File: config.mk
export PLATFORM = sky130hd
export DESIGN_NAME = key_shift_entry_flat
export DESIGN_NICKNAME = d
export VERILOG_FILES = /design/src/rtl/key_shift_entry_if.sv /design/src/rtl/key_shift_entry.sv /design/src/flat_wrapper.sv
export SDC_FILE = /design/constraint.sdc
export NUM_CORES = 1
export LEC_CHECK = 0
export BUFFER_PORTS_ARGS = -buffer_cell sky130_fd_sc_hd__buf_2
export CAP_MARGIN = 25
export CORE_MARGIN = 2
export CORE_UTILIZATION = 65
export DETAILED_ROUTE_END_ITERATION = 12
export PLACE_DENSITY = 0.84
export SLEW_MARGIN = 20
export SYNTH_ARGS = -nofsm -noshare
export SYNTH_HDL_FRONTEND = slang
export SYNTH_SLANG_ARGS = --single-unit
export TNS_END_PERCENT = 20
File: constraint.sdc
create_clock -name clock_50 -period 5.2 [get_ports clock_50]
set_input_delay 0.26 -clock clock_50 [delete_from_list [all_inputs] [get_ports clock_50]]
set_output_delay 0.26 -clock clock_50 [all_outputs]
set_load 0.02 [all_outputs]
File: src/rtl/key_shift_entry_if.sv
// Front-panel entry bus: raw keys and direction in, entry register state out.
// The panel side drives keys/dir (master); the entry block owns the results (slave).
interface key_shift_entry_if #(
    parameter int WIDTH = 8
);
    localparam int CW = $clog2(WIDTH + 1);

    logic [1:0]       key_n;
    logic             dir;
    logic [WIDTH-1:0] value;
    logic [CW-1:0]    count;
    logic             full;
    logic             update;

    modport master (
        output key_n, dir,
        input  value, count, full, update
    );

    modport slave (
        input  key_n, dir,
        output value, count, full, update
    );
endinterface

File: src/rtl/key_shift_entry.sv
// Two-key binary entry: sync, debounce, chord window, shift/clear register.
// Optional auto-repeat of held single keys under KEY_SHIFT_AUTOREPEAT_EN.
module key_shift_entry #(
    parameter int WIDTH           = 8,
    parameter int DEBOUNCE_CYCLES = 50000,
    parameter int CHORD_CYCLES    = 250000,
    parameter int REPEAT_DELAY    = 25000000,
    parameter int REPEAT_PERIOD   = 10000000
) (
    input  logic               clock_50,
    input  logic               reset_n,
    key_shift_entry_if.slave   bus
);
    localparam int CW = $clog2(WIDTH + 1);
    localparam int DW = $clog2(DEBOUNCE_CYCLES + 1);
`ifdef KEY_SHIFT_AUTOREPEAT_EN
    localparam int RMAX = (REPEAT_DELAY > REPEAT_PERIOD) ? REPEAT_DELAY : REPEAT_PERIOD;
    localparam int TMAX = (RMAX > CHORD_CYCLES) ? RMAX : CHORD_CYCLES;
`else
    localparam int TMAX = CHORD_CYCLES;
`endif
    localparam int TW = $clog2(TMAX + 1);

    if (WIDTH < 2 || DEBOUNCE_CYCLES < 1 || CHORD_CYCLES < 1 ||
        REPEAT_DELAY < 1 || REPEAT_PERIOD < 1) begin : g_param_chk
        $error("key_shift_entry: invalid parameter");
    end

    typedef enum logic [1:0] {IDLE, ARM, HELD} state_e;

    state_e           state_q, state_d;
    logic [1:0]       sync1_q, sync1_d;
    logic [1:0]       sync2_q, sync2_d;
    logic [1:0]       deb_q, deb_d;
    logic [DW-1:0]    cnt_q [2];
    logic [DW-1:0]    cnt_d [2];
    logic [1:0]       chord_q, chord_d;
    logic [TW-1:0]    timer_q, timer_d;
    logic [WIDTH-1:0] value_q, value_d;
    logic [CW-1:0]    count_q, count_d;
    logic             update_q, update_d;
    logic             commit;
    logic [1:0]       cmt_chord;
    logic             bit_in;
`ifdef KEY_SHIFT_AUTOREPEAT_EN
    logic             rpt_live_q, rpt_live_d;
    logic             rpt_first_q, rpt_first_d;
    logic [TW-1:0]    rpt_lim;
`endif

    always_comb begin
        sync1_d = ~bus.key_n;
        sync2_d = sync1_q;
        deb_d   = deb_q;
        for (int i = 0; i < 2; i++) begin
            cnt_d[i] = '0;
            if (sync2_q[i] != deb_q[i]) begin
                if (cnt_q[i] == DW'(DEBOUNCE_CYCLES - 1)) deb_d[i] = sync2_q[i];
                else cnt_d[i] = cnt_q[i] + 1'b1;
            end
        end

        state_d   = state_q;
        chord_d   = chord_q;
        timer_d   = timer_q;
        value_d   = value_q;
        count_d   = count_q;
        update_d  = 1'b0;
        commit    = 1'b0;
        cmt_chord = chord_q;
        bit_in    = 1'b0;
`ifdef KEY_SHIFT_AUTOREPEAT_EN
        rpt_live_d  = rpt_live_q;
        rpt_first_d = rpt_first_q;
        rpt_lim     = rpt_first_q ? TW'(REPEAT_DELAY - 1) : TW'(REPEAT_PERIOD - 1);
`endif

        unique case (state_q)
            IDLE: begin
                if (deb_q != 2'b00) begin
                    state_d = ARM;
                    chord_d = deb_q;
                    timer_d = '0;
                end
            end
            ARM: begin
                chord_d = chord_q | deb_q;
                if (timer_q == TW'(CHORD_CYCLES - 1)) begin
                    commit    = 1'b1;
                    cmt_chord = chord_d;
                    state_d   = HELD;
                    timer_d   = '0;
`ifdef KEY_SHIFT_AUTOREPEAT_EN
                    rpt_live_d  = (chord_d != 2'b11);
                    rpt_first_d = 1'b1;
`endif
                end else begin
                    timer_d = timer_q + 1'b1;
                end
            end
            HELD: begin
                if (deb_q == 2'b00) begin
                    state_d = IDLE;
`ifdef KEY_SHIFT_AUTOREPEAT_EN
                    rpt_live_d = 1'b0;
                end else if (rpt_live_q) begin
                    // any deviation from the committed key ends repeating for this press
                    if (deb_q != chord_q) begin
                        rpt_live_d = 1'b0;
                    end else if (timer_q == rpt_lim) begin
                        commit      = 1'b1;
                        timer_d     = '0;
                        rpt_first_d = 1'b0;
                    end else begin
                        timer_d = timer_q + 1'b1;
                    end
`endif
                end
            end
            default: state_d = IDLE;
        endcase

        if (commit) begin
            update_d = 1'b1;
            bit_in   = (cmt_chord == 2'b01);
            if (cmt_chord == 2'b11) begin
                value_d = '0;
                count_d = '0;
            end else begin
                value_d = bus.dir ? {bit_in, value_q[WIDTH-1:1]}
                                  : {value_q[WIDTH-2:0], bit_in};
                if (count_q != CW'(WIDTH)) count_d = count_q + 1'b1;
            end
        end
    end

    always_ff @(posedge clock_50) begin
        if (!reset_n) begin
            state_q  <= IDLE;
            sync1_q  <= '0;
            sync2_q  <= '0;
            deb_q    <= '0;
            cnt_q[0] <= '0;
            cnt_q[1] <= '0;
            chord_q  <= '0;
            timer_q  <= '0;
            value_q  <= '0;
            count_q  <= '0;
            update_q <= 1'b0;
`ifdef KEY_SHIFT_AUTOREPEAT_EN
            rpt_live_q  <= 1'b0;
            rpt_first_q <= 1'b0;
`endif
        end else begin
            state_q  <= state_d;
            sync1_q  <= sync1_d;
            sync2_q  <= sync2_d;
            deb_q    <= deb_d;
            cnt_q[0] <= cnt_d[0];
            cnt_q[1] <= cnt_d[1];
            chord_q  <= chord_d;
            timer_q  <= timer_d;
            value_q  <= value_d;
            count_q  <= count_d;
            update_q <= update_d;
`ifdef KEY_SHIFT_AUTOREPEAT_EN
            rpt_live_q  <= rpt_live_d;
            rpt_first_q <= rpt_first_d;
`endif
        end
    end

    assign bus.value  = value_q;
    assign bus.count  = count_q;
    assign bus.full   = (count_q == CW'(WIDTH));
    assign bus.update = update_q;
endmodule
File: src/flat_wrapper.sv
// flat-port wrapper written by rule: the top's interface ports become plain ports
module key_shift_entry_flat 
#(
    parameter int WIDTH           = 8,
    parameter int DEBOUNCE_CYCLES = 50000,
    parameter int CHORD_CYCLES    = 250000,
    parameter int REPEAT_DELAY    = 25000000,
    parameter int REPEAT_PERIOD   = 10000000
)
  (clock_50, reset_n, bus_key_n, bus_dir, bus_value, bus_count, bus_full, bus_update);
  key_shift_entry_if #(.WIDTH(WIDTH)) bus_i ();
  input  logic clock_50;
  input  logic reset_n;
  input wire logic [$bits(bus_i.key_n)-1:0] bus_key_n;
  input wire logic [$bits(bus_i.dir)-1:0] bus_dir;
  output wire logic [$bits(bus_i.value)-1:0] bus_value;
  output wire logic [$bits(bus_i.count)-1:0] bus_count;
  output wire logic [$bits(bus_i.full)-1:0] bus_full;
  output wire logic [$bits(bus_i.update)-1:0] bus_update;
  assign bus_i.key_n = bus_key_n;
  assign bus_i.dir = bus_dir;
  assign bus_value = bus_i.value;
  assign bus_count = bus_i.count;
  assign bus_full = bus_i.full;
  assign bus_update = bus_i.update;
  key_shift_entry #(.WIDTH(WIDTH), .DEBOUNCE_CYCLES(DEBOUNCE_CYCLES), .CHORD_CYCLES(CHORD_CYCLES), .REPEAT_DELAY(REPEAT_DELAY), .REPEAT_PERIOD(REPEAT_PERIOD)) u_core (.clock_50(clock_50), .reset_n(reset_n), .bus(bus_i));
endmodule
# After elaboration in Yosys (flattened, before gate mapping)
# Memory sizes are Yosys's and may differ from the RTL's.
# Index checks and enable logic that the tools add are counted.
totals:
  regBits: 41
  ram_bits: 32
  inputBits: 5
  output_inout_bits: 14
  word_cells: 69
  n_memories: 1
classes:
  n_addsub: 4
  n_eq_ne: 14
  n_mux: 26
  bitwise: 4
  reduce_logical: 10
memory_table:
  columns: ["memory", "depth", "width", "read_ports", "rd_clocked_by_memory_dff", "wr", "line_no", "source"]
  rows:
  - ["u_core.cnt_q", 2, 16, 2, 0, 2, "key_shift_entry.sv:35", "logic [DW-1:0] cnt_q [2];"]
ops:
  columns: ["cell", "n"]
  rows:
  - ["two-way mux 16 bit", 6]
  - ["two-way mux 18 bit", 2]
  - ["case mux 18 bit (2 select lines)", 1]
  - ["adder 16 x 1 -> 16 bit, second input constant", 2]
  - ["equality test 16 bit, second input constant", 2]
  - ["adder 18 x 1 -> 18 bit, second input constant", 1]
  - ["equality test 18 bit, second input constant", 1]
  - ["two-way mux 8 bit", 2]
  - ["two-way mux 2 bit", 6]
  - ["two-way mux 4 bit", 2]
  - ["AND reduction 2 bit", 4]
  - ["inequality test 2 x 1 -> 1 bit, second input constant", 3]
  - ["case mux 2 bit (3 select lines)", 1]
  - ["nonzero test 2 bit", 3]
  - ["two-way mux 1 bit", 5]
  - ["adder 4 x 1 -> 4 bit, second input constant", 1]
  - ["equality test 2 x 1 -> 1 bit, second input constant", 2]
  - ["equality test 2 bit, second input constant", 2]
  - ["equality test 4 bit, second input constant", 1]
  - ["zero test 2 bit", 2]
  - ["inequality test 4 bit, second input constant", 1]
  - ["case mux 2 bit (2 select lines)", 1]
  - ["AND reduction 3 bit", 1]
  - ["inequality test 1 bit", 2]
  - ["other kinds (3)", 4]

# Logic depth before layout (Yosys ltp)
# Gate-level depths: netlist of the first run.
logic_depth:
  word_depth: 6
  mapped_depth: 7

# Least setup slack after synthesis of the first run
# No wires, ideal clock.
synth_path:
  path_kind: "reg-to-reg"
  start: "reg u_core.timer_q[0]"
  end: "reg u_core.value_q[2] (netlist: u_core.bus.value[2])"
  setup_time_ns: 0.128
  arrival_ns: 1.597
  required_ns: 5.072
  setup_slack_ns: 3.475
  stages_incl_launch_ff: 8
  n_path_buf: 1
  synth_period_minus_slack_ns: 1.725
  path_cell_list: "dfxtp_1 > ha_1 > and3_1 > nand4_2 > nor3_4 > buf_8 > mux2i_1 > nor2_1"
synth_between:
  elab_chain_len: 5
synth_rtl:
  columns: ["item", "line_no", "source"]
  rows:
  - ["start: declaration", "key_shift_entry.sv:38", "logic [TW-1:0] timer_q, timer_d;"]
  - ["start signal: assignment", "key_shift_entry.sv:162", "timer_q <= timer_d;"]
  - ["equality test 18 bit (*)", "key_shift_entry.sv:88", "if (timer_q == TW'(CHORD_CYCLES - 1)) begin"]
  - ["two-way mux 2 bit", "key_shift_entry.sv:88", null]
  - ["two-way mux 2 bit", "key_shift_entry.sv:78", "unique case (state_q)"]
  - ["equality test 2 bit", "key_shift_entry.sv:126", "if (cmt_chord == 2'b11) begin"]
  - ["two-way mux 8 bit", "key_shift_entry.sv:126", null]
  - ["end signal: assignment", "key_shift_entry.sv:163", "value_q <= value_d;"]
  - ["end: declaration", "key_shift_entry.sv:39", "logic [WIDTH-1:0] value_q, value_d;"]
# Mark *: on every way between the ends. The rest lies on a longest branch, timed or not.
# A chain may end at the register's enable or synchronous reset.

# Final worst setup path of the first run
layout_path:
  start: "reg u_core.timer_q[0]"
  end: "reg u_core.timer_q[7]"
layout_between:
  elab_chain_len: 3
layout_rtl:
  columns: ["item", "line_no"]
  rows:
  - ["adder 18 x 1 -> 18 bit / equality test 18 bit (equally long branches)", "key_shift_entry.sv:98, key_shift_entry.sv:88"]
  - ["two-way mux 18 bit (*)", "key_shift_entry.sv:88"]
  - ["case mux 18 bit (2 select lines) (*)", "key_shift_entry.sv:78"]
# Marks and branches as above.

==> metrics.txt, run 1 <==
CTS HTree Levels 3; count of cells along the worst hold path 2; register area share after synthesis between 40% and 50%; maximum clock insertion buffer count 2; final estimated routing congestion in global placement 0.8506; maximum number of pins on one net before global-route repair 24; RSZ-0062 raised after global routing false; Pins Over Slew Limit 0; clock slew at reported path FFs around 70 ps; initial standard-cell utilization of the core 66.25%; synthesized instance count 392; DR vias/cell between 5 and 6; minimum period implied by the final worst setup slack roughly 2200 ps; residual antenna-violating net count after detailed routing 0; number of maximum-capacitance constraint violations 0; final setup fails 0; leakage component of the power around 1.3 nW; utilization after layout between 70 and 80%; post-CTS setup-driven buffer insertion count 0; die height 75.69 um; fraction of synthesis flops using an asynchronous set or reset pin 0%; primary flip-flop cell chosen by synthesis mapping sky130_fd_sc_hd__dfxtp_1; number of antenna violations at the first check in global routing 0; kind of start point of the critical path flop; Wirelength per Cell between 10 and 15 um; Worst EP required approximately 5400 ps; area enclosed by the die boundary between 0.005 and 0.006 mm2; number of rows created at floorplan 26; total negative setup slack 0 ps; library cell used as clock root buffer sky130_fd_sc_hd__clkbuf_8; worst hold-check path type in2reg; nets@finish 417; Diodes inserted 0; power density over the cells 285.7 mW/mm2; overall routing resource usage around 23%; number of instances resized during post-cts repair 0; Chip Width between 70 and 80 um; signal arrival time at the worst endpoint about 2400 ps; Buffers on Ports 18; Final Cycle Share about 42%; largest driver fanout on the critical path 11; outcome finished, final reports clean; pin slew with the least headroom to its limit roughly 750 ps; count of hold-fix buffers inserted at cts 0; area of the placeable core just over 0.005 mm2; WS Path Type reg2reg; count of routing violations after the opening detailed-route iteration between 150 and 200; number of distinct library cell variants in the gate-level netlist after synthesis 50; Highest Clock Rate 456.3 MHz; count of pins on the block boundary 19; layout cell share with drive strength beyond 1 a little over a tenth; Initial DRT Pass Iterations 5; IR drop worst, VDD between 0.15 and 0.2 mV; Synth Area per Inst around 8.5 um2; post-route DRC violation count 0; global-route wire length before repair ~10000 um; clock latency of the later-clocked register in the worst-skew pair ~340 ps; Ys Warns 0; relative slew slack 49.94%; worst hold slack across all endpoints between 60 and 70 ps; CTS Buf Count 9; Net Count, Synth 402; Final Hold Viols 0; count of cells along the worst register-to-register path 6; detailed placer's ending HPWL between 4000 and 5000 um; count of flip-flops with a built-in enable after synthesis 0; via count roughly 2700; Routed Wire Length approximately 6100 um; GRT overflow 0; TritonCTS sink count 73; clock tree skew after final layout roughly 11 ps; TritonCTS clock tree built; area grow syn2layout 9.588%; vias in the first global route about 2400; Worst setup EP type flop; post-synth design cell area 0.003341 mm2; total of flip-flops plus latches after synthesis 73
-- cell families after synthesis --
group,synth area share (%)
simple gates,30.34
flops,43.75
xor+xnor,10.75
compound gates,5.132
buf+inv,3.371
mux,4.794
fa+ha+maj,1.873
-- path summary, 6_finish.rpt --
| kind | start | to | slack, ps |
|---|---|---|---|
| min reg2reg | u_core.sync1_q[0]$_SDFF_PN0_ | u_core.sync2_q[0]$_SDFF_PN0_ | 440 |
| min | bus_key_n[1] | u_core.sync1_q[1]$_SDFF_PN0_ | 70 |
| max reg2reg | u_core.timer_q[0]$_SDFFE_PN0P_ | u_core.timer_q[7]$_SDFFE_PN0P_ | 3010 |
| max | u_core.timer_q[0]$_SDFFE_PN0P_ | u_core.timer_q[7]$_SDFFE_PN0P_ | 3010 |
-- cells in the final DEF, fill, tap and decap left out, types with 2 or more instances in the layout --
cell type and n:
sky130_fd_sc_hd__nor2_1 86, sky130_fd_sc_hd__dfxtp_1 73, sky130_fd_sc_hd__nand2_1 26, sky130_fd_sc_hd__nand3_1 26, sky130_fd_sc_hd__xnor2_1 22, sky130_fd_sc_hd__xor2_1 19, sky130_fd_sc_hd__buf_2 18, sky130_fd_sc_hd__mux2i_1 16
sky130_fd_sc_hd__nor3_1 13, sky130_fd_sc_hd__clkbuf_8 13, sky130_fd_sc_hd__nand4_1 12, sky130_fd_sc_hd__inv_1 11, sky130_fd_sc_hd__o21ai_0 8, sky130_fd_sc_hd__and3_1 7, sky130_fd_sc_hd__nor4_1 6, sky130_fd_sc_hd__nor2b_1 5
sky130_fd_sc_hd__a21oi_1 5, sky130_fd_sc_hd__ha_1 5, sky130_fd_sc_hd__nor3b_1 3, sky130_fd_sc_hd__and2_1 3, sky130_fd_sc_hd__nor4b_1 2, sky130_fd_sc_hd__nor3_2 2, sky130_fd_sc_hd__nand2b_1 2, sky130_fd_sc_hd__o22ai_1 2
-- sequential cells by signal, summed over array words and instances, names as in the netlist --
signal	count
u_core.bus.count	4
u_core.bus.update	1
u_core.bus.value	8
u_core.chord_q	2
u_core.cnt_q	32
u_core.deb_q	2
u_core.state_q	2
u_core.sync1_q	2
u_core.sync2_q	2
u_core.timer_q	18
-- metal layers --
metal | global-route usage (%) | share of wire (%) | routed length, um
met4 | 12.87 | 2.6 | 160
met3 | 4.497 | 2.7 | 162
met2 | 38.26 | 47 | 2855
met1 | 27.73 | 48 | 2877
met5 | 0 | 0 | 0
-- power breakdown --
part           switching (W)  internal [W]
logic              0.0000112    0.00000362
registers        0.000000999      0.000561
clock network       0.000199      0.000271
total               0.000211      0.000835
-- synthesized netlist by cell type (all sizes together), types with 7 or more instances --
master	count	area [um2]
nor2	86	322.8
mux2i	16	160.2
xnor2	22	192.7
nand2	27	103.9
o21ai	9	45.04
dfxtp	73	1461
xor2	19	166.4
nor3	16	101.4
inv	11	41.29
nand3	27	140.1
and3	7	43.79
nand4	13	87.58
clkbuf	9	33.78
-- cell type report --
cell class	instances	area [um2]
Clock buffer	13	178.9
Multi-Input combinational cell	294	1767
Sequential cell	73	1461
Inverter	11	41.29
Fill cell	387	1381
Clock inverter	2	35.03
Tap cell	70	87.58
Timing Repair Buffer	18	90.09
-- per-stage QoR --
stage	std cells	power [W]	worst slack (ps)	cell area, um2
after CTS	481	0.001050	3001	3661
after detailed placement	466	0.0005894	3023	3447
after global placement	466	0.0005891	3085	3447
after floorplan	392	0.0005859	3475	3341
after global routing	481	0.001075	2780	3661
final	481	0.001046	3008	3661
-- critical path, cell delays in order (launching register included) --
cell and delay [ps]:
sky130_fd_sc_hd__dfxtp_1 380, sky130_fd_sc_hd__ha_1 230, sky130_fd_sc_hd__and3_1 200, sky130_fd_sc_hd__nand4_2 170, sky130_fd_sc_hd__o21a_1 320, sky130_fd_sc_hd__o21ai_1 610, sky130_fd_sc_hd__nor2_1 130
Power figures use the tool's default switching activity.
==> run 2, diff against run 1 <==
CORE_UTILIZATION = 54   (was 65)
PLACE_DENSITY = 0.75   (was 0.84)
clock period = 1.8 ns   (was 5.2 ns; I/O delays follow)
==> run 2 against run 1 <==
Critical path depth unchanged. Global-route usage is 2.4 points lower. Final area rose by 5.0%. Clock skew about the same. Combinational power rose to 3.5 times the previous value. Clock-buffer cell count shrank 3. Setup slack worse by 2900 ps. Sequential share of layout area fell by 1.9 points. Sequential cell count unchanged. Register-to-register slack got worse by 2900 ps. Critical path type unchanged.
==> metrics.txt, run 2 (synthesized netlist as in run 1, its figures left out) <==
register bank with the most flops u_core.cnt_q; worst path setup slack after routing ~130 ps; Diodes inserted 0; clock slew at reported path FFs around 70 ps; Final Cycle Share between 90% and 100%; power density over the cells 783.7 mW/mm2; Initial DRT Pass Iterations 4; Routed Wire Length 6494 um; detailed placer's ending HPWL between 4000 and 5000 um; clock latency of the later-clocked register in the worst-skew pair around 340 ps; outcome finished, final reports clean; TritonCTS sink count between 70 and 80; Wirelength per Cell approximately 13 um; Final Hold Viols 0; largest driver fanout on the critical path 15; leakage component of the power about 1.4 nW; maximum number of pins on one net before global-route repair 21; TritonCTS clock tree built; overall routing resource usage between 20% and 30%; Buffers on Ports 18; Post-Place Worst Slack between 20 and 30 ps; DR vias/cell around 5.4; top library cells by usage in the layout, fill and taps aside sky130_fd_sc_hd__nor2_1, sky130_fd_sc_hd__dfxtp_1, sky130_fd_sc_hd__nand3_1, sky130_fd_sc_hd__nand2_1, sky130_fd_sc_hd__xnor2_1; CTS Buf Count 9; signal arrival time at the worst endpoint 1900 ps; kind of start point of the critical path flop; IR drop worst, VDD 0.4752 mV; initial standard-cell utilization of the core 56.09%; Pins Over Slew Limit 0; maximum clock insertion buffer count 2; critical path, cell by cell nor4b_4 > nand4_4 > nor3_4 > buf_12 > a21boi_0 > o21ai_0; count of routing violations after the opening detailed-route iteration 119; worst hold slack across all endpoints approximately 210 ps; area grow syn2layout 15.06%; relative slew slack roughly 58%; die height 82.66 um; via count approximately 2700; global-route wire length before repair roughly 11000 um; area enclosed by the die boundary a little under 0.007 mm2; GRT overflow 0; nets@finish around 440; number of rows created at floorplan 28; final setup fails 0; count of pins on the block boundary 19; Worst EP required 2030 ps; worst hold-check path type in2reg; most common cell after layout, fill and taps aside sky130_fd_sc_hd__nor2_1; pin slew with the least headroom to its limit about 630 ps; Highest Clock Rate ~600 MHz; post-CTS setup-driven buffer insertion count 0; layout cell share with drive strength beyond 1 between 10 and 15%; number of maximum-capacitance constraint violations 0; instance area after placement approximately 0.0036 mm2; CTS HTree Levels 3; Worst setup EP type flop; WS Path Type reg2reg; cell with the biggest individual delay on the critical path sky130_fd_sc_hd__dfxtp_1; vias in the first global route 2427; library cell used as clock root buffer sky130_fd_sc_hd__clkbuf_8; minimum period implied by the final worst setup slack about 1700 ps; Chip Width 82.66 um; number of antenna violations at the first check in global routing 0; area of the placeable core between 0.005 and 0.006 mm2; post-route DRC violation count 0; residual antenna-violating net count after detailed routing 0; area of all placed cells without fillers between 0.003 and 0.004 mm2; delay of the slowest cell on the worst path between 300 and 400 ps; final estimated routing congestion in global placement between 0.8 and 0.9; number of flip-flops in the largest register 32; clock tree skew after final layout around 11 ps
## run 2: cell type report
type,count,area [um2]
Sequential cell,73,1463
Clock buffer,10,127.6
Timing Repair Buffer,37,250.2
Inverter,11,41.29
Clock inverter,4,70.07
Tap cell,75,93.84
Multi-Input combinational cell,294,1798
Fill cell,507,2112
## run 2: routing by layer
metal  global-route usage, %  share of wire [%]  vias to the layer above
li1                        -                  -                     1403
met1                   26.94                 49                     1257
met2                   32.74                 47                       39
met3                   4.239                2.9                        6
met4                   8.689                1.3                        0
met5                       0                  0                        -
## run 2: worst max-delay path: cells and delay by family, from the launching register on
| kind | cells | cell delay [ps] |
|---|---|---|
| buf+inv | 1 | 180 |
| flops | 1 | 370 |
| simple gates | 3 | 710 |
| compound gates | 2 | 310 |
## run 2: stage by stage
step                      instances  utilization (%)  TNS [ps]  total power (W)
after floorplan                 392                -         0         0.001693
after global placement          488            60.34         0         0.001709
after detailed placement        488            60.34         0         0.001709
after CTS                       504            63.99         0         0.003047
after global routing            504            64.54    -11.30         0.003120
final                           504            64.54         0         0.003012
## run 2: final timing paths
kind	start	to	slack, ps	cells past startpoint
worst min-delay path	reset_n	u_core.timer_q[1]$_SDFFE_PN0P_	210	3
worst max-delay path	u_core.timer_q[8]$_SDFFE_PN0P_	u_core.bus.count[3]$_SDFFE_PN0P_	130	6
worst min register to register	u_core.sync1_q[0]$_SDFF_PN0_	u_core.sync2_q[0]$_SDFF_PN0_	430	1
worst max register to register	u_core.timer_q[8]$_SDFFE_PN0P_	u_core.bus.count[3]$_SDFFE_PN0P_	130	6
## run 2: report_power, final
| part | switching, W | internal [W] | total (W) |
|---|---|---|---|
| logic | 0.0000338 | 0.0000190 | 0.0000528 |
| registers | 0.00000301 | 0.00162 | 0.00162 |
| clock network | 0.000576 | 0.000761 | 0.00134 |
## run 2: timing repair
item / CTS / global route
gates resized for setup: 0 / 7
endpoints found under the setup margin: 0 / 27
hold endpoints to repair: 2 / 0
hold buffers: 2 / 0
==> run 3, diff against run 2 <==
ABC_AREA = 1   (was not set)
CORE_UTILIZATION = 55   (was 54)
PLACE_DENSITY = 0.76   (was 0.75)
==> run 3 against run 2 <==
Sequential power is essentially flat. Synthesized area grew 6.2%. Setup slack lost 17 ps. Largest cell class unchanged.
==> metrics.txt, run 3 <==
outcome finished, final reports clean; count of flip-flops with a built-in enable after synthesis 0; via count 3056; clock tree skew after final layout approximately 6.5 ps; register area share after synthesis between 40% and 50%; Highest Clock Rate 592.6 MHz; kind of start point of the critical path flop; TritonCTS clock tree built; Final Hold Viols 0; initial standard-cell utilization of the core 56.51%; die height approximately 84 um; fraction of synthesis flops using an asynchronous set or reset pin 0%; library cell occupying the most area in the post-synthesis netlist sky130_fd_sc_hd__dfxtp_1; Initial DRT Pass Iterations 4; Worst EP required 2040 ps; minimum period implied by the final worst setup slack 1687 ps; CTS Buf Count 9; Ys Warns 0; post-synth design cell area between 0.003 and 0.004 mm2; Buffers on Ports 18; count of pins on the block boundary 19; Worst setup EP type flop; final estimated routing congestion in global placement around 0.86; nets@finish about 520; pin slew with the least headroom to its limit approximately 630 ps; final setup fails 0; area of the placeable core ~0.0063 mm2; CTS HTree Levels 3; most frequently used cell type in the post-synthesis netlist sky130_fd_sc_hd__dfxtp_1; register bank with the most flops u_core.cnt_q; overall routing resource usage a little over a fifth; fraction of post-synthesis cell area in the top cell type by area between 40% and 50%; number of maximum-capacitance constraint violations 0; detailed placer's ending HPWL approximately 5000 um; Chip Width ~84 um; DR vias/cell a little over 5; area enclosed by the die boundary approximately 0.0071 mm2; number of distinct library cell variants in the gate-level netlist after synthesis 44; total of flip-flops plus latches after synthesis 73; primary flip-flop cell chosen by synthesis mapping sky130_fd_sc_hd__dfxtp_1; Net Count, Synth approximately 490; area of all placed cells without fillers 0.004081 mm2; layout cell share with drive strength beyond 1 between 20% and 30%; maximum clock insertion buffer count 2; ranking of synthesized cells by area sky130_fd_sc_hd__dfxtp_1, sky130_fd_sc_hd__nand2_1, sky130_fd_sc_hd__inv_1; GRT overflow 0; largest driver fanout on the critical path 6; post-route DRC violation count 0; area grow syn2layout 15.06%; Pins Over Slew Limit 0; synthesized instance count ~480; maximum number of pins on one net before global-route repair 17; signal arrival time at the worst endpoint between 1500 and 2000 ps; global-route wire length before repair about 12000 um; total area of sequential cells 0.001466 mm2; relative slew slack between 50% and 60%; count of routing violations after the opening detailed-route iteration roughly 130; count of cells along the worst register-to-register path 10; leakage component of the power around 1.5 nW; commonest cells in the netlist sky130_fd_sc_hd__dfxtp_1, sky130_fd_sc_hd__nand2_1, sky130_fd_sc_hd__inv_1, sky130_fd_sc_hd__nor2_1, sky130_fd_sc_hd__a21oi_1; worst hold-check path type in2reg; count of filler cells inserted in the layout between 500 and 600; number of flip-flops in the largest register 32; count of cells along the worst hold path 4; instance area after placement between 0.003 and 0.004 mm2; RSZ-0062 raised after global routing true; Wirelength per Cell 11.56 um; top library cells by usage in the layout, fill and taps aside sky130_fd_sc_hd__nand2_1, sky130_fd_sc_hd__dfxtp_1, sky130_fd_sc_hd__nor2_1, sky130_fd_sc_hd__inv_1, sky130_fd_sc_hd__a21oi_1; WS Path Type reg2reg; vias in the first global route between 2000 and 3000; Routed Wire Length 6855 um; number of antenna violations at the first check in global routing 0; total negative setup slack 0 ps; clock latency of the later-clocked register in the worst-skew pair between 300 and 400 ps; Final Cycle Share a little over nine tenths; number of rows created at floorplan 29; power density over the cells ~770 mW/mm2; IR drop worst, VDD between 0.5 and 0.6 mV; Diodes inserted 0; TritonCTS sink count 73; clock slew at reported path FFs approximately 80 ps; residual antenna-violating net count after detailed routing 0; Synth Area per Inst approximately 7.5 um2; area occupied by multi-input gates between 0.0015 and 0.002 mm2; library cell used as clock root buffer sky130_fd_sc_hd__clkbuf_8
run 3: cell count changes in the layout (fill, tap and decap cells not counted), moves of 5 or more:
cell | previous run | this run
sky130_fd_sc_hd__a21oi_1 | 5 | 36
sky130_fd_sc_hd__buf_4 | 16 | 10
sky130_fd_sc_hd__inv_1 | 11 | 62
sky130_fd_sc_hd__inv_2 | 0 | 8
sky130_fd_sc_hd__mux2i_1 | 16 | 0
sky130_fd_sc_hd__nand2_1 | 25 | 69
sky130_fd_sc_hd__nand2_2 | 2 | 9
sky130_fd_sc_hd__nor2_1 | 86 | 63
sky130_fd_sc_hd__nor2_2 | 0 | 8
sky130_fd_sc_hd__nor2b_1 | 5 | 0
sky130_fd_sc_hd__o21ai_0 | 7 | 16
sky130_fd_sc_hd__xnor2_1 | 22 | 2
sky130_fd_sc_hd__xor2_1 | 19 | 8
run 3: worst paths after layout:
kind | start | end | slack (ps)
max | u_core.timer_q[1]$_SDFFE_PN0P_ | u_core.bus.count[1]$_SDFFE_PN0P_ | 110
min | bus_dir | u_core.bus.value[0]$_SDFFE_PN0P_ | 160
max reg2reg | u_core.timer_q[1]$_SDFFE_PN0P_ | u_core.bus.count[1]$_SDFFE_PN0P_ | 110
min reg2reg | u_core.cnt_q[0][0]$_SDFF_PP0_ | u_core.cnt_q[0][0]$_SDFF_PP0_ | 420
run 3: final cells by class:
class | instances | area share [%]
timing repair buffer | 31 | 4.782
sequential | 73 | 35.93
inverter | 71 | 6.836
clock buffer | 11 | 3.709
clock inverter | 5 | 1.901
tap | 77 | 2.361
multi-input combinational | 325 | 44.48
run 3: worst max-delay path, cell delays in order, from the launching register on:
cell and delay (ps):
sky130_fd_sc_hd__dfxtp_1 360, sky130_fd_sc_hd__ha_2 200, sky130_fd_sc_hd__nand3_1 170, sky130_fd_sc_hd__nor2_2 160, sky130_fd_sc_hd__nand4_1 170, sky130_fd_sc_hd__nand2_2 160, sky130_fd_sc_hd__nand2_4 90, sky130_fd_sc_hd__nand2_2 60
sky130_fd_sc_hd__nand2_2 70, sky130_fd_sc_hd__nand2_1 70, sky130_fd_sc_hd__a21oi_1 60
run 3: kinds of logic (layout without fill, tap and decap cells):
logic type	Yosys count	in the layout	share of synthesized area, %
xor gates and xnor gates	10	10	2.469
adders and majority gates	5	5	1.764
DFF	73	73	41.20
and+or+nand+nor	230	230	31.75
AOI/OAI and AO/OA	80	80	13.40
buffers and inverters	78	118	9.418
run 3: where the power goes:
group / leakage (nW) / switching (W) / internal, W
registers: 0.591 / 0.00000295 / 0.00162
clock network: 0.115 / 0.000596 / 0.000851
logic: 0.814 / 0.0000394 / 0.0000261
total: 1.52 / 0.000638 / 0.00250
run 3: what timing repair did:
item | CTS | global route
pin swaps | 1 | 2
endpoints found under the hold margin | 3 | 0
hold buffers | 3 | 0
buffers inserted | 1 | 1
endpoints found under the setup margin | 4 | 35
gates cloned | 0 | 0
resized for setup | 0 | 23
run 3: metal layers:
layer / track usage (%) / wire length, um
met1: 26.91 / 3317
met2: 34.49 / 3214
met3: 4.523 / 217
met4: 8.065 / 106
met5: 0 / 0
run 3: stage by stage:
| step | total power [W] | std cells | util, % | hold slack (ps) | setup slack, ps |
|---|---|---|---|---|---|
| after floorplan | 0.001700 | 476 | - | 162.4 | 289.4 |
| after global placement | 0.001716 | 572 | 59.56 | 260.0 | 110.5 |
| after detailed placement | 0.001717 | 572 | 59.56 | 259.3 | 12.63 |
| after CTS | 0.003165 | 592 | 63.80 | 137.8 | 4.258 |
| after global routing | 0.003235 | 593 | 65.02 | 183.3 | -40.44 |
| final | 0.003135 | 593 | 65.02 | 156.8 | 112.6 |
